<file path="src/rtl/sy_ppl_mmu_dtlb_pkg.sv">
// Shared types, constants and helpers for the data-side Sv39 TLB.
package sy_ppl_mmu_dtlb_pkg;

  localparam int unsigned XLEN    = 64;
  localparam int unsigned VPN_WTH = 27;
  localparam int unsigned PPN_WTH = 44;

  // Sv39 leaf levels
  localparam logic [1:0] LVL_1G = 2'd2;
  localparam logic [1:0] LVL_2M = 2'd1;
  localparam logic [1:0] LVL_4K = 2'd0;

  // PTE flag bit positions
  localparam int unsigned PTE_V       = 0;
  localparam int unsigned PTE_R       = 1;
  localparam int unsigned PTE_W       = 2;
  localparam int unsigned PTE_X       = 3;
  localparam int unsigned PTE_U       = 4;
  localparam int unsigned PTE_G       = 5;
  localparam int unsigned PTE_A       = 6;
  localparam int unsigned PTE_D       = 7;
  localparam int unsigned PTE_PPN_LSB = 10;

  // Effective privilege encodings
  localparam logic [1:0] PRIV_U = 2'd0;
  localparam logic [1:0] PRIV_S = 2'd1;

  typedef enum logic [4:0] {
    INST_ADDR_MISALIGNED = 5'd0,
    INST_PAGE_FAULT      = 5'd12,
    LD_PAGE_FAULT        = 5'd13,
    ST_AMO_PAGE_FAULT    = 5'd15
  } excp_e;

  typedef struct packed {
    excp_e excp;
  } excp_cause_t;

  typedef struct packed {
    logic             valid;
    excp_cause_t      cause;
    logic [XLEN-1:0]  tval;
  } excp_t;

  typedef struct packed {
    logic u;
    logic r;
    logic w;
    logic x;
    logic a;
    logic d;
  } pte_perm_t;

  typedef struct packed {
    logic               valid;
    logic [VPN_WTH-1:0] vpn;
    logic [PPN_WTH-1:0] ppn;
    logic [1:0]         level;
    pte_perm_t          perm;
  } dtlb_entry_t;

  typedef enum logic [2:0] {
    IDLE     = 3'd0,
    PTW_REQ  = 3'd1,
    PTW_WAIT = 3'd2,
    RESP     = 3'd3,
    DRAIN    = 3'd4
  } dtlb_state_e;

  // Physical address for a leaf of the given level, zero-extended to 64 bits
  function automatic logic [XLEN-1:0] sv39_paddr(input logic [PPN_WTH-1:0] ppn,
                                                 input logic [1:0]         level,
                                                 input logic [29:0]        va_lo);
    logic [55:0] pa;
    case (level)
      LVL_1G:  pa = {ppn[43:18], va_lo[29:0]};
      LVL_2M:  pa = {ppn[43:9],  va_lo[20:0]};
      default: pa = {ppn,        va_lo[11:0]};
    endcase
    return {8'b0, pa};
  endfunction

  // Bits 63:38 of a VA; canonical when 63:39 all replicate bit 38
  function automatic logic sv39_canonical(input logic [25:0] va_hi);
    return va_hi[25:1] == {25{va_hi[0]}};
  endfunction

  function automatic excp_t page_fault(input logic [XLEN-1:0] va, input logic is_store);
    excp_t e;
    e            = '0;
    e.valid      = 1'b1;
    e.cause.excp = is_store ? ST_AMO_PAGE_FAULT : LD_PAGE_FAULT;
    e.tval       = va;
    return e;
  endfunction

endpackage

</file>
<file path="src/rtl/sy_ppl_mmu_perm_chk.sv">
// Combinational leaf-PTE permission check for data accesses.
module sy_ppl_mmu_perm_chk
  import sy_ppl_mmu_dtlb_pkg::*;
(
  input  pte_perm_t  perm,
  input  logic       is_store,
  input  logic [1:0] priv_lvl,
  input  logic       sum,
  input  logic       mxr,
  output logic       fault_c
);

  // Any single violated rule raises the fault
  always_comb begin
    fault_c = 1'b0;
    if (!perm.a)                                      fault_c = 1'b1;
    if (!is_store && !(perm.r || (perm.x && mxr)))    fault_c = 1'b1;
    if (is_store && (!perm.w || !perm.d))             fault_c = 1'b1;
    if ((priv_lvl == PRIV_U) && !perm.u)              fault_c = 1'b1;
    if ((priv_lvl == PRIV_S) && perm.u && !sum)       fault_c = 1'b1;
  end

endmodule

</file>
<file path="src/rtl/sy_ppl_mmu_dtlb.sv">
// Fully-associative Sv39 data TLB: combinational hit, registered response,
// page-table-walker refill on miss.
module sy_ppl_mmu_dtlb
  import sy_ppl_mmu_dtlb_pkg::*;
#(
  parameter int unsigned DTLB_ENTRIES = 8
) (
  input  logic        clk_i,
  input  logic        rst_i,
  input  logic        flush_i,
  input  logic        sfence_vma_i,
  input  logic        en_translation_i,
  input  logic [1:0]  priv_lvl_i,
  input  logic        sum_i,
  input  logic        mxr_i,
  input  logic        lsu_mmu__req_i,
  input  logic [63:0] lsu_mmu__vaddr_i,
  input  logic        lsu_mmu__is_store_i,
  output logic        mmu_lsu__hit_o,
  output logic        mmu_lsu__valid_o,
  output logic [63:0] mmu_lsu__paddr_o,
  output excp_t       mmu_lsu__ex_o,
  output logic        dtlb_ptw__req_o,
  output logic [63:0] dtlb_ptw__vaddr_o,
  input  logic        ptw_dtlb__rdy_i,
  input  logic        ptw_dtlb__vld_i,
  input  logic [63:0] ptw_dtlb__pte_i,
  input  logic [1:0]  ptw_dtlb__level_i,
  input  logic        ptw_dtlb__ex_i
);

  localparam int unsigned DTLB_IDX_WTH = $clog2(DTLB_ENTRIES);

  dtlb_state_e             state, state_nxt;
  dtlb_entry_t             entries [DTLB_ENTRIES];
  logic [DTLB_IDX_WTH-1:0] victim_ptr, hit_idx, free_idx, refill_idx;
  logic                    hit_any, free_any;
  logic [63:0]             lat_vaddr;
  logic                    lat_store;
  logic                    walk_ex;
  logic [PPN_WTH-1:0]      walk_ppn;
  logic [1:0]              walk_level;
  pte_perm_t               walk_perm, pte_perm, chk_perm;
  logic                    chk_store, perm_fault;
  logic [VPN_WTH-1:0]      req_vpn;
  logic                    req_ok, bypass, canon, miss, refill_en, resp_en;
  logic                    unused_pte;

  assign req_vpn   = lsu_mmu__vaddr_i[38:12];
  assign req_ok    = lsu_mmu__req_i && (state == IDLE) && !flush_i;
  assign bypass    = !en_translation_i;
  assign canon     = sv39_canonical(lsu_mmu__vaddr_i[63:38]);
  assign miss      = req_ok && !bypass && canon && !hit_any;
  assign refill_en = (state == PTW_WAIT) && ptw_dtlb__vld_i && !flush_i &&
                     !ptw_dtlb__ex_i && !sfence_vma_i;
  assign resp_en   = (state == RESP) && !flush_i;
  assign refill_idx = free_any ? free_idx : victim_ptr;

  assign mmu_lsu__hit_o    = req_ok && (bypass || !canon || hit_any);
  assign dtlb_ptw__req_o   = (state == PTW_REQ);
  assign dtlb_ptw__vaddr_o = lat_vaddr;

  assign pte_perm = '{u: ptw_dtlb__pte_i[PTE_U], r: ptw_dtlb__pte_i[PTE_R],
                      w: ptw_dtlb__pte_i[PTE_W], x: ptw_dtlb__pte_i[PTE_X],
                      a: ptw_dtlb__pte_i[PTE_A], d: ptw_dtlb__pte_i[PTE_D]};
  assign unused_pte = ^{ptw_dtlb__pte_i[63:54], ptw_dtlb__pte_i[9:8],
                        ptw_dtlb__pte_i[PTE_G], ptw_dtlb__pte_i[PTE_V]};

  // Tag match across all entries; lowest matching index wins
  always_comb begin
    hit_any = 1'b0;
    hit_idx = '0;
    for (int i = int'(DTLB_ENTRIES) - 1; i >= 0; i--) begin
      if (entries[i].valid &&
          (entries[i].vpn[26:18] == req_vpn[26:18]) &&
          ((entries[i].level >= LVL_1G) || (entries[i].vpn[17:9] == req_vpn[17:9])) &&
          ((entries[i].level != LVL_4K) || (entries[i].vpn[8:0] == req_vpn[8:0]))) begin
        hit_any = 1'b1;
        hit_idx = DTLB_IDX_WTH'(i);
      end
    end
  end

  // Lowest-index invalid entry for refill
  always_comb begin
    free_any = 1'b0;
    free_idx = '0;
    for (int i = int'(DTLB_ENTRIES) - 1; i >= 0; i--) begin
      if (!entries[i].valid) begin
        free_any = 1'b1;
        free_idx = DTLB_IDX_WTH'(i);
      end
    end
  end

  // One checker serves the hit path in IDLE and the walked PTE in RESP
  always_comb begin
    chk_perm  = entries[hit_idx].perm;
    chk_store = lsu_mmu__is_store_i;
    if (state == RESP) begin
      chk_perm  = walk_perm;
      chk_store = lat_store;
    end
  end

  sy_ppl_mmu_perm_chk u_perm_chk (
    .perm     (chk_perm),
    .is_store (chk_store),
    .priv_lvl (priv_lvl_i),
    .sum      (sum_i),
    .mxr      (mxr_i),
    .fault_c  (perm_fault)
  );

  // Next-state logic for the miss/walk sequencer
  always_comb begin
    state_nxt = state;
    case (state)
      IDLE:     if (miss) state_nxt = PTW_REQ;
      PTW_REQ: begin
        if (flush_i)              state_nxt = ptw_dtlb__rdy_i ? DRAIN : IDLE;
        else if (ptw_dtlb__rdy_i) state_nxt = PTW_WAIT;
      end
      PTW_WAIT: begin
        if (ptw_dtlb__vld_i)      state_nxt = flush_i ? IDLE : RESP;
        else if (flush_i)         state_nxt = DRAIN;
      end
      RESP:     state_nxt = IDLE;
      DRAIN:    if (ptw_dtlb__vld_i) state_nxt = IDLE;
      default:  state_nxt = IDLE;
    endcase
  end

  // State register, latched request and captured walk result
  always_ff @(posedge clk_i) begin
    if (rst_i) begin
      state      <= IDLE;
      lat_vaddr  <= '0;
      lat_store  <= 1'b0;
      walk_ex    <= 1'b0;
      walk_ppn   <= '0;
      walk_level <= '0;
      walk_perm  <= '0;
    end else begin
      state <= state_nxt;
      if (miss) begin
        lat_vaddr <= lsu_mmu__vaddr_i;
        lat_store <= lsu_mmu__is_store_i;
      end
      if ((state == PTW_WAIT) && ptw_dtlb__vld_i) begin
        walk_ex    <= ptw_dtlb__ex_i;
        walk_ppn   <= ptw_dtlb__pte_i[PTE_PPN_LSB +: PPN_WTH];
        walk_level <= ptw_dtlb__level_i;
        walk_perm  <= pte_perm;
      end
    end
  end

  // Entry array and round-robin victim pointer; sfence overrides refill
  always_ff @(posedge clk_i) begin
    if (rst_i) begin
      victim_ptr <= '0;
      for (int i = 0; i < int'(DTLB_ENTRIES); i++) entries[i] <= '0;
    end else if (sfence_vma_i) begin
      for (int i = 0; i < int'(DTLB_ENTRIES); i++) entries[i].valid <= 1'b0;
    end else if (refill_en) begin
      entries[refill_idx] <= '{valid: 1'b1,
                               vpn:   lat_vaddr[38:12],
                               ppn:   ptw_dtlb__pte_i[PTE_PPN_LSB +: PPN_WTH],
                               level: ptw_dtlb__level_i,
                               perm:  pte_perm};
      if (!free_any) victim_ptr <= victim_ptr + DTLB_IDX_WTH'(1);
    end
  end

  // Registered response; all fields return to zero when not valid
  always_ff @(posedge clk_i) begin
    if (rst_i) begin
      mmu_lsu__valid_o <= 1'b0;
      mmu_lsu__paddr_o <= '0;
      mmu_lsu__ex_o    <= '0;
    end else begin
      mmu_lsu__valid_o <= 1'b0;
      mmu_lsu__paddr_o <= '0;
      mmu_lsu__ex_o    <= '0;
      if (mmu_lsu__hit_o) begin
        mmu_lsu__valid_o <= 1'b1;
        if (bypass) begin
          mmu_lsu__paddr_o <= lsu_mmu__vaddr_i;
        end else if (!canon || perm_fault) begin
          mmu_lsu__ex_o <= page_fault(lsu_mmu__vaddr_i, lsu_mmu__is_store_i);
        end else begin
          mmu_lsu__paddr_o <= sv39_paddr(entries[hit_idx].ppn, entries[hit_idx].level,
                                         lsu_mmu__vaddr_i[29:0]);
        end
      end else if (resp_en) begin
        mmu_lsu__valid_o <= 1'b1;
        if (walk_ex || perm_fault) begin
          mmu_lsu__ex_o <= page_fault(lat_vaddr, lat_store);
        end else begin
          mmu_lsu__paddr_o <= sv39_paddr(walk_ppn, walk_level, lat_vaddr[29:0]);
        end
      end
    end
  end

endmodule
</file>
<file path="config.mk">
export PLATFORM = sky130hd
export DESIGN_NAME = sy_ppl_mmu_dtlb
export DESIGN_NICKNAME = d
export VERILOG_FILES = /design/src/rtl/sy_ppl_mmu_dtlb_pkg.sv /design/src/rtl/sy_ppl_mmu_perm_chk.sv /design/src/rtl/sy_ppl_mmu_dtlb.sv
export SDC_FILE = /design/constraint.sdc
export NUM_CORES = 2
export LEC_CHECK = 0
export BUFFER_PORTS_ARGS = -buffer_cell sky130_fd_sc_hd__buf_2
export CELL_PAD_IN_SITES_DETAIL_PLACEMENT = 1
export CELL_PAD_IN_SITES_GLOBAL_PLACEMENT = 1
export CORE_ASPECT_RATIO = 1.4
export CORE_MARGIN = 1
export CORE_UTILIZATION = 44
export CTS_CLUSTER_DIAMETER = 30
export DETAILED_ROUTE_END_ITERATION = 6
export GPL_TIMING_DRIVEN = 0
export HOLD_SLACK_MARGIN = 0.1
export PLACE_DENSITY = 0.74
export SLEW_MARGIN = 20
export SYNTH_ARGS = -nofsm -noshare
export SYNTH_HDL_FRONTEND = slang
export SYNTH_SLANG_ARGS = --single-unit
export TNS_END_PERCENT = 1
</file>
<file path="constraint.sdc">
create_clock -name clk_i -period 5.4 [get_ports clk_i]
set_input_delay 1.08 -clock clk_i [delete_from_list [all_inputs] [get_ports clk_i]]
set_output_delay 1.08 -clock clk_i [all_outputs]
set_load 0.03 [all_outputs]
</file>
* Word-level counts from Yosys, hierarchy flattened
Memories as Yosys holds them, arrays and structs flattened. Index checks and enable logic that the tools add are counted.
Operators by class: add/subtract/negate cells 1, order comparisons 8, equality and inequality tests 38, multiplexer cells 85, bitwise operators 10, reduce and logical (&&, ||, !) cells 88
Operators with widths (number):
- $mux 70 | 5
- $eq 9x9->1 | 24
- $mux 56 | 3
- $mux 64 | 2
- $pmux 30 s2 | 2
- $mux 80 | 1
- $reduce_or 80->1 | 1
- $mux 3 | 25
- $logic_and 1x1->1 | 41
- $mux 1 | 41
- $eq 25x25->1 | 1
- $logic_or 1x1->1 | 22
- $ge 2x2->1 const B | 8
- $reduce_bool 2->1 | 8
- $logic_not 1->1 | 12
- $pmux 3 s4 | 1
- $mux 2 | 4
- $or 1x1->1 | 8
- $eq 2x1->1 const B | 3
- $eq 3x2->1 const B | 2
- $mux 6 | 1
- $eq 2x2->1 const B | 2
- $ne 2x2->1 const B | 2
- $reduce_and 4->1 | 1
- other kinds (9) | 10
Word-level totals: flip-flop bits (word level) 259, bits in writable memories 640, bits of input ports 144, output and inout port bits 201, word-level logic and storage cells 249, memories 1
Memory list:
- entries | words 8, bits a word 80, rd ports 9, clocked after memory_dff 0, write ports 8, RTL line sy_ppl_mmu_dtlb.sv:35 | dtlb_entry_t entries [DTLB_ENTRIES];

* Depth between registers and ports, before layout
An unclocked memory read counts as a cell.
depth after elaboration 27, depth in mapped cells 20, mapped depth without buffers 15

* Modules after synthesis
A second synthesis with hierarchy kept.
Unflattened totals: cell total of the unflattened synthesis 3342, area, all modules 39825.7 µm²
By module, submodules not included:
- sy_ppl_mmu_dtlb | times used 1, cells each 3335, area each 39781.9 µm², sequential area each 24243.3 µm²
- sy_ppl_mmu_perm_chk | times used 1, cells each 7, area each 43.8 µm², sequential area each 0.0 µm²

* Worst setup path before layout
No wires, ideal clock.
kind in2reg, start point input port lsu_mmu__vaddr_i[38], end point register mmu_lsu__paddr_o[20], library setup time 0.076 ns, arrival 5.461 ns, data required time 5.324 ns, setup slack -0.136 ns, stages on the path 18, path buffers 6, path through buf_2 buf_2 xnor2_1 nand4_1 nor4_1 a31oi_1 o21ai_1 a22o_1 buf_2 buf_2 buf_1 clkbuf_1 mux4_2 mux2_2 ha_1 o21ai_0 a222oi_1 o22ai_1
Between the ends: word-level cells in the longest chain between the ends 26, elaborated cells between the ends (all ways) 82, classes of those cells eq/ne: 11; mux: 28; reduce/logical: 42; memory: 1
RTL lines:
- from (decl) | RTL line sy_ppl_mmu_dtlb.sv:17 | input logic [63:0] lsu_mmu__vaddr_i,
- $eq 9x9->1 | RTL line sy_ppl_mmu_dtlb.sv:75 | (entries[i].vpn[26:18] == req_vpn[26:18]) &&
- $logic_and 1x1->1 | RTL line sy_ppl_mmu_dtlb.sv:74 | if (entries[i].valid &&
- $logic_and 1x1->1 | RTL line sy_ppl_mmu_dtlb.sv:75
- $logic_and 1x1->1 | RTL line sy_ppl_mmu_dtlb.sv:76 | ((entries[i].level >= LVL_1G) || (entries[i].vpn[17:9] == req_vpn[17:9])) &&
- $mux 3 (8 in series) | RTL line sy_ppl_mmu_dtlb.sv:74
- $mem_v2 8x80
- $mux 6 | RTL line sy_ppl_mmu_dtlb.sv:100 | if (state == RESP) begin
- $logic_and 1x1->1 | RTL line sy_ppl_mmu_perm_chk.sv:17 | if (!is_store && !(perm.r || (perm.x && mxr))) fault_c = 1'b1;
- [3 not listed]
- $mux 1 | RTL line sy_ppl_mmu_perm_chk.sv:17
- $mux 1 | RTL line sy_ppl_mmu_perm_chk.sv:18 | if (is_store && (!perm.w || !perm.d)) fault_c = 1'b1;
- $mux 1 | RTL line sy_ppl_mmu_perm_chk.sv:19 | if ((priv_lvl == PRIV_U) && !perm.u) fault_c = 1'b1;
- $mux 1 | RTL line sy_ppl_mmu_perm_chk.sv:20 | if ((priv_lvl == PRIV_S) && perm.u && !sum) fault_c = 1'b1;
- $logic_or 1x1->1 (on tied branches) | RTL line sy_ppl_mmu_dtlb.sv:198, sy_ppl_mmu_dtlb.sv:190
- $mux 56 (on tied branches) | RTL line sy_ppl_mmu_dtlb.sv:198, sy_ppl_mmu_dtlb.sv:190
- $mux 56 / $mux 64 (equally long branches) | RTL line sy_ppl_mmu_dtlb.sv:196, sy_ppl_mmu_dtlb.sv:188
- $mux 64 (*) | RTL line sy_ppl_mmu_dtlb.sv:186 | if (mmu_lsu__hit_o) begin
- to (signal assigned) | RTL line sy_ppl_mmu_dtlb.sv:189 | mmu_lsu__paddr_o <= lsu_mmu__vaddr_i;
- to (signal assigned) | RTL line sy_ppl_mmu_dtlb.sv:193 | mmu_lsu__paddr_o <= sv39_paddr(entries[hit_idx].ppn, entries[hit_idx].level,
- to (signal assigned) | RTL line sy_ppl_mmu_dtlb.sv:201 | mmu_lsu__paddr_o <= sv39_paddr(walk_ppn, walk_level, lat_vaddr[29:0]);
- to (decl) | RTL line sy_ppl_mmu_dtlb.sv:21 | output logic [63:0] mmu_lsu__paddr_o,
Mark *: on every way between the ends. The rest lies on a longest branch, timed or not. A chain may end at the register's enable or synchronous reset.

* Worst setup path after layout
start point input port lsu_mmu__vaddr_i[31], end point register mmu_lsu__paddr_o[20]
Same word-level chain as after synthesis.

==> metrics.yaml <==
status:
  status: "complete, but fails checks"
  violations: "negative setup slack"
floorplan:
  rows: 129
  die-area_sq_mm: 0.0901
  ios: 345
  initial_core_util_pct: 44.4
  die_h_um: 355
  die_x_um: 254
  core_area_sq_mm: 0.0881
critical_path:
  cp_slowest_cell: "nand4_1"
  crit_fanout: 10
  path_delay_family: "simple AND/OR/NAND/NOR gates"
  end_kind: "flip-flop"
  crit_type: "in2reg"
  critPathRequiredTime_ps: 6010
  cpPeakStageDelay_ps: 460
  crit_buf_inv: 6
  cp.arrival_ps: 6010
  cp-start-kind: "input pin"
  crit_chain: "buf_2 > buf_4 > xnor2_1 > nand4_1 > nor3_2 > a31o_2 > nor3_2 > a22o_1 > clkbuf_4 > buf_8 > buf_6 > buf_6 > mux4_2 > mux2_2 > ha_1 > nand2_1 > nor2_2 > a222oi_1 > o22ai_1"
routing:
  avgRoutedWirePerCell_um: 28.5
  route.detailed.drc: 0
  avgViaCountPerCell: 5.75
  drt_iter0_markers: 2452
  drtPass1Iterations: 5
  postRouteAntennaNets: 0
  routed_wl_um: 138000
  num_vias: 27900
synth:
  synth_cell_types: 67
  synthArstFlopShare_pct: 0
  avgSynthCellArea_sq_um: 12.9
  ys_seq_elements: 895
  yosysWarnings: 0
  yosysSeqAreaShare_pct: 62.0
  synth_edf_count: 632
  synth_fp_nets: 3175
  synthesis.area_sq_mm: 0.0391
  syn_inst: 3026
  ys.flop_type: "edfxtp_1"
clock_network:
  tritoncts: "done"
  h-tree-depth: 4
  numCtsBuffers: 145
  clk_path_buf_depth: 3
  cts_hold_buf: 0
  cts.sink_count: 895
  clk_pin_slew_ps: 50
  root_buffer: "clkbuf_16"
  insertion_delay_ps: 770
timing:
  max_slew_margin_pct: 21.3
  timing.hold.ws_ps: 454
  period_share_pct: 100
  skew_ps: 26.6
  finalSetupViolations: 1
  finalHoldViolCount: 0
  max_slew.worst_pin.slew_ps: 1180
  max_freq_ghz: 0.185
  slew_viol_final: 0
  finalCriticalPeriod_ps: 5400
  fin_ws_ps: -0.871
finish:
  layout.nets: 3677
  final_core_util_pct: 54.8
  area_growth_pct: 23.4
  final_cell_count_no_fill: 4845
  fillers: 8905
  drive_above_1_share_pct: 23.5
global_route:
  overflow: 0
  grt_pass1_wl_um: 198000
  antenna_found_initial: 23
  grt_pass1_vias: 29300
  gr-usage-all-layers_pct: 30.8
  grt_max_degree: 39
place:
  port_buffers: 326
  dp.cells: 4553
  dpl.hpwl_um: 95900
  routabilityCongestion: 0.911
  pre_cts_ws_ps: -2490
pwr:
  ir_drop_mv: 0.253
  p_leak_nw: 18.2
  power_density_mw_per_mm2: 377
  power_mw: 18.2
hold_path:
  hp-class: "reg2reg"
run:
  cap_violations: 0
[layer usage]
metal  vias up  GRT usage, %  share of wire [%]
li1      12000             -                  -
met1     14300          35.4                 36
met2      1170          53.9                 51
met3       389          5.85                6.8
met4        14          16.3                5.6
met5         -             0              0.065
[cell usage after synthesis (5+ instances only)]
| cell type | instances | area share, % |
|---|---|---|
| buf_1 | 10 | 0.096 |
| or2_2 | 15 | 0.24 |
| and3_1 | 9 | 0.14 |
| o22ai_1 | 24 | 0.38 |
| a31oi_1 | 12 | 0.19 |
| clkbuf_1 | 149 | 1.4 |
| inv_1 | 31 | 0.30 |
| a41o_1 | 8 | 0.20 |
| mux2_2 | 20 | 0.58 |
| a21o_1 | 13 | 0.25 |
| nor4_1 | 36 | 0.58 |
| a211oi_1 | 5 | 0.096 |
| nand2b_1 | 6 | 0.096 |
| o21ai_0 | 38 | 0.49 |
| xor2_1 | 74 | 1.7 |
| buf_4 | 12 | 0.23 |
| a21oi_1 | 74 | 0.95 |
| a22o_1 | 67 | 1.5 |
| ha_1 | 5 | 0.16 |
| o31ai_2 | 20 | 0.64 |
| buf_6 | 9 | 0.26 |
| o31ai_1 | 6 | 0.12 |
| a22oi_1 | 55 | 1.1 |
| and2_1 | 636 | 10 |
| nor2_1 | 81 | 0.78 |
| dfxtp_1 | 263 | 13 |
| xnor2_1 | 145 | 3.2 |
| o211ai_1 | 12 | 0.23 |
| a222oi_1 | 9 | 0.23 |
| mux2i_1 | 94 | 2.4 |
| a31o_2 | 8 | 0.18 |
| nand2_1 | 182 | 1.7 |
| or3_1 | 9 | 0.14 |
| nand4_1 | 32 | 0.51 |
| nand3_1 | 18 | 0.23 |
| edfxtp_1 | 632 | 49 |
| o21a_1 | 27 | 0.52 |
| mux4_2 | 74 | 4.3 |
| buf_2 | 30 | 0.38 |
| nor3_1 | 34 | 0.44 |
| a21boi_0 | 6 | 0.12 |
[worst min-delay path, cell delays in order (launching register included)]
cell and delay (ps):
dfxtp_1 300, nand2_1 50, a21oi_1 50
[cell families after synthesis]
kind of cell | after synthesis | synth area share [%]
other | 1 | 0.00959
AOI/OAI and AO/OA | 404 | 7.59
muxes | 189 | 7.27
buffers and inverters | 243 | 2.75
DFF | 895 | 62.0
xor gates and xnor gates | 219 | 4.91
adders and majority gates | 5 | 0.160
and+or+nand+nor | 1070 | 15.3
[sequential cells by signal, indices dropped and copies added (netlist names)]
register,flops
victim_ptr,3
walk_level,2
dtlb_ptw__vaddr_o,64
walk_ex,1
walk_perm,6
lat_store,1
mmu_lsu__ex_o,66
mmu_lsu__valid_o,1
walk_ppn,44
mmu_lsu__paddr_o,64
entries,640
state,3
[metrics by stage]
stage	instance area [sq um]	TNS, ps
final	48300	-0.871
after global routing	48300	-303
after CTS	48000	-12.8
after detailed placement	42700	-151270
after global placement	42200	-864360
after floorplan	39100	-15.9
[report_power, final]
part | total [mW] | internal, mW | switching, mW
clock network | 9.76 | 6.18 | 3.58
registers | 7.66 | 7.57 | 0.0889
logic | 0.807 | 0.271 | 0.537
total | 18.2 | 14.0 | 4.20
[placed cells by master (no fill, tap or decap), types with 11 or more instances in the layout]
master      count
buf_4          31
nor2_1         73
clkinvlp_4     12
nor4_1         20
nor4_2         11
inv_6          11
nor3_1         26
and2_1        636
buf_2         340
a21o_1         13
nand4_1        32
dfxtp_1       263
edfxtp_1      632
mux2i_1        94
a22oi_1        55
bufinv_16      18
xnor2_1       145
o21ai_0        36
nand2_1       182
o21a_1         27
inv_1          30
clkinv_2       20
clkinv_4       14
nand3_1        18
clkbuf_1      155
buf_6          18
diode_2        13
clkbuf_16     154
mux4_2         74
buf_12         13
o211ai_1       12
xor2_1         74
mux2_2         20
a21oi_1        74
o31ai_2        20
a22o_1         67
o22ai_1        18
[layout make-up]
type                            count  area, sq um  area share (%)
Sequential cell                   895        24200            50.2
Multi-Input combinational cell   1888        14100            29.2
Clock buffer                      174         3960            8.20
Timing Repair Buffer              356         2110            4.37
Tap cell                         1179         1480            3.06
Clock inverter                     98         1170            2.42
Buffer                            210         1050            2.18
Inverter                           32          124           0.257
Antenna cell                       13         32.5          0.0674
[timing repair]
item / 4_1_cts / 5_1_grt
endpoints found under the setup margin: 110 / 40
buffers inserted: 2 / 6
resized for setup: 65 / 36
pin swaps: 1 / 7
gates cloned: 0 / 0
[worst paths after layout]
kind	start	to	slack, ps	cells after the start
max reg2reg	entries[7][61]$_SDFFCE_PN0P_	mmu_lsu__paddr_o[21]$_SDFF_PP0_	270	14
min reg2reg	walk_ppn[23]$_SDFFE_PP0P_	walk_ppn[23]$_SDFFE_PP0P_	450	2
min	walk_ppn[23]$_SDFFE_PP0P_	walk_ppn[23]$_SDFFE_PP0P_	450	2
max	lsu_mmu__vaddr_i[31]	mmu_lsu__paddr_o[20]$_SDFF_PP0_	-0.9	19
Note: power is estimated with default switching activity, not from simulation.
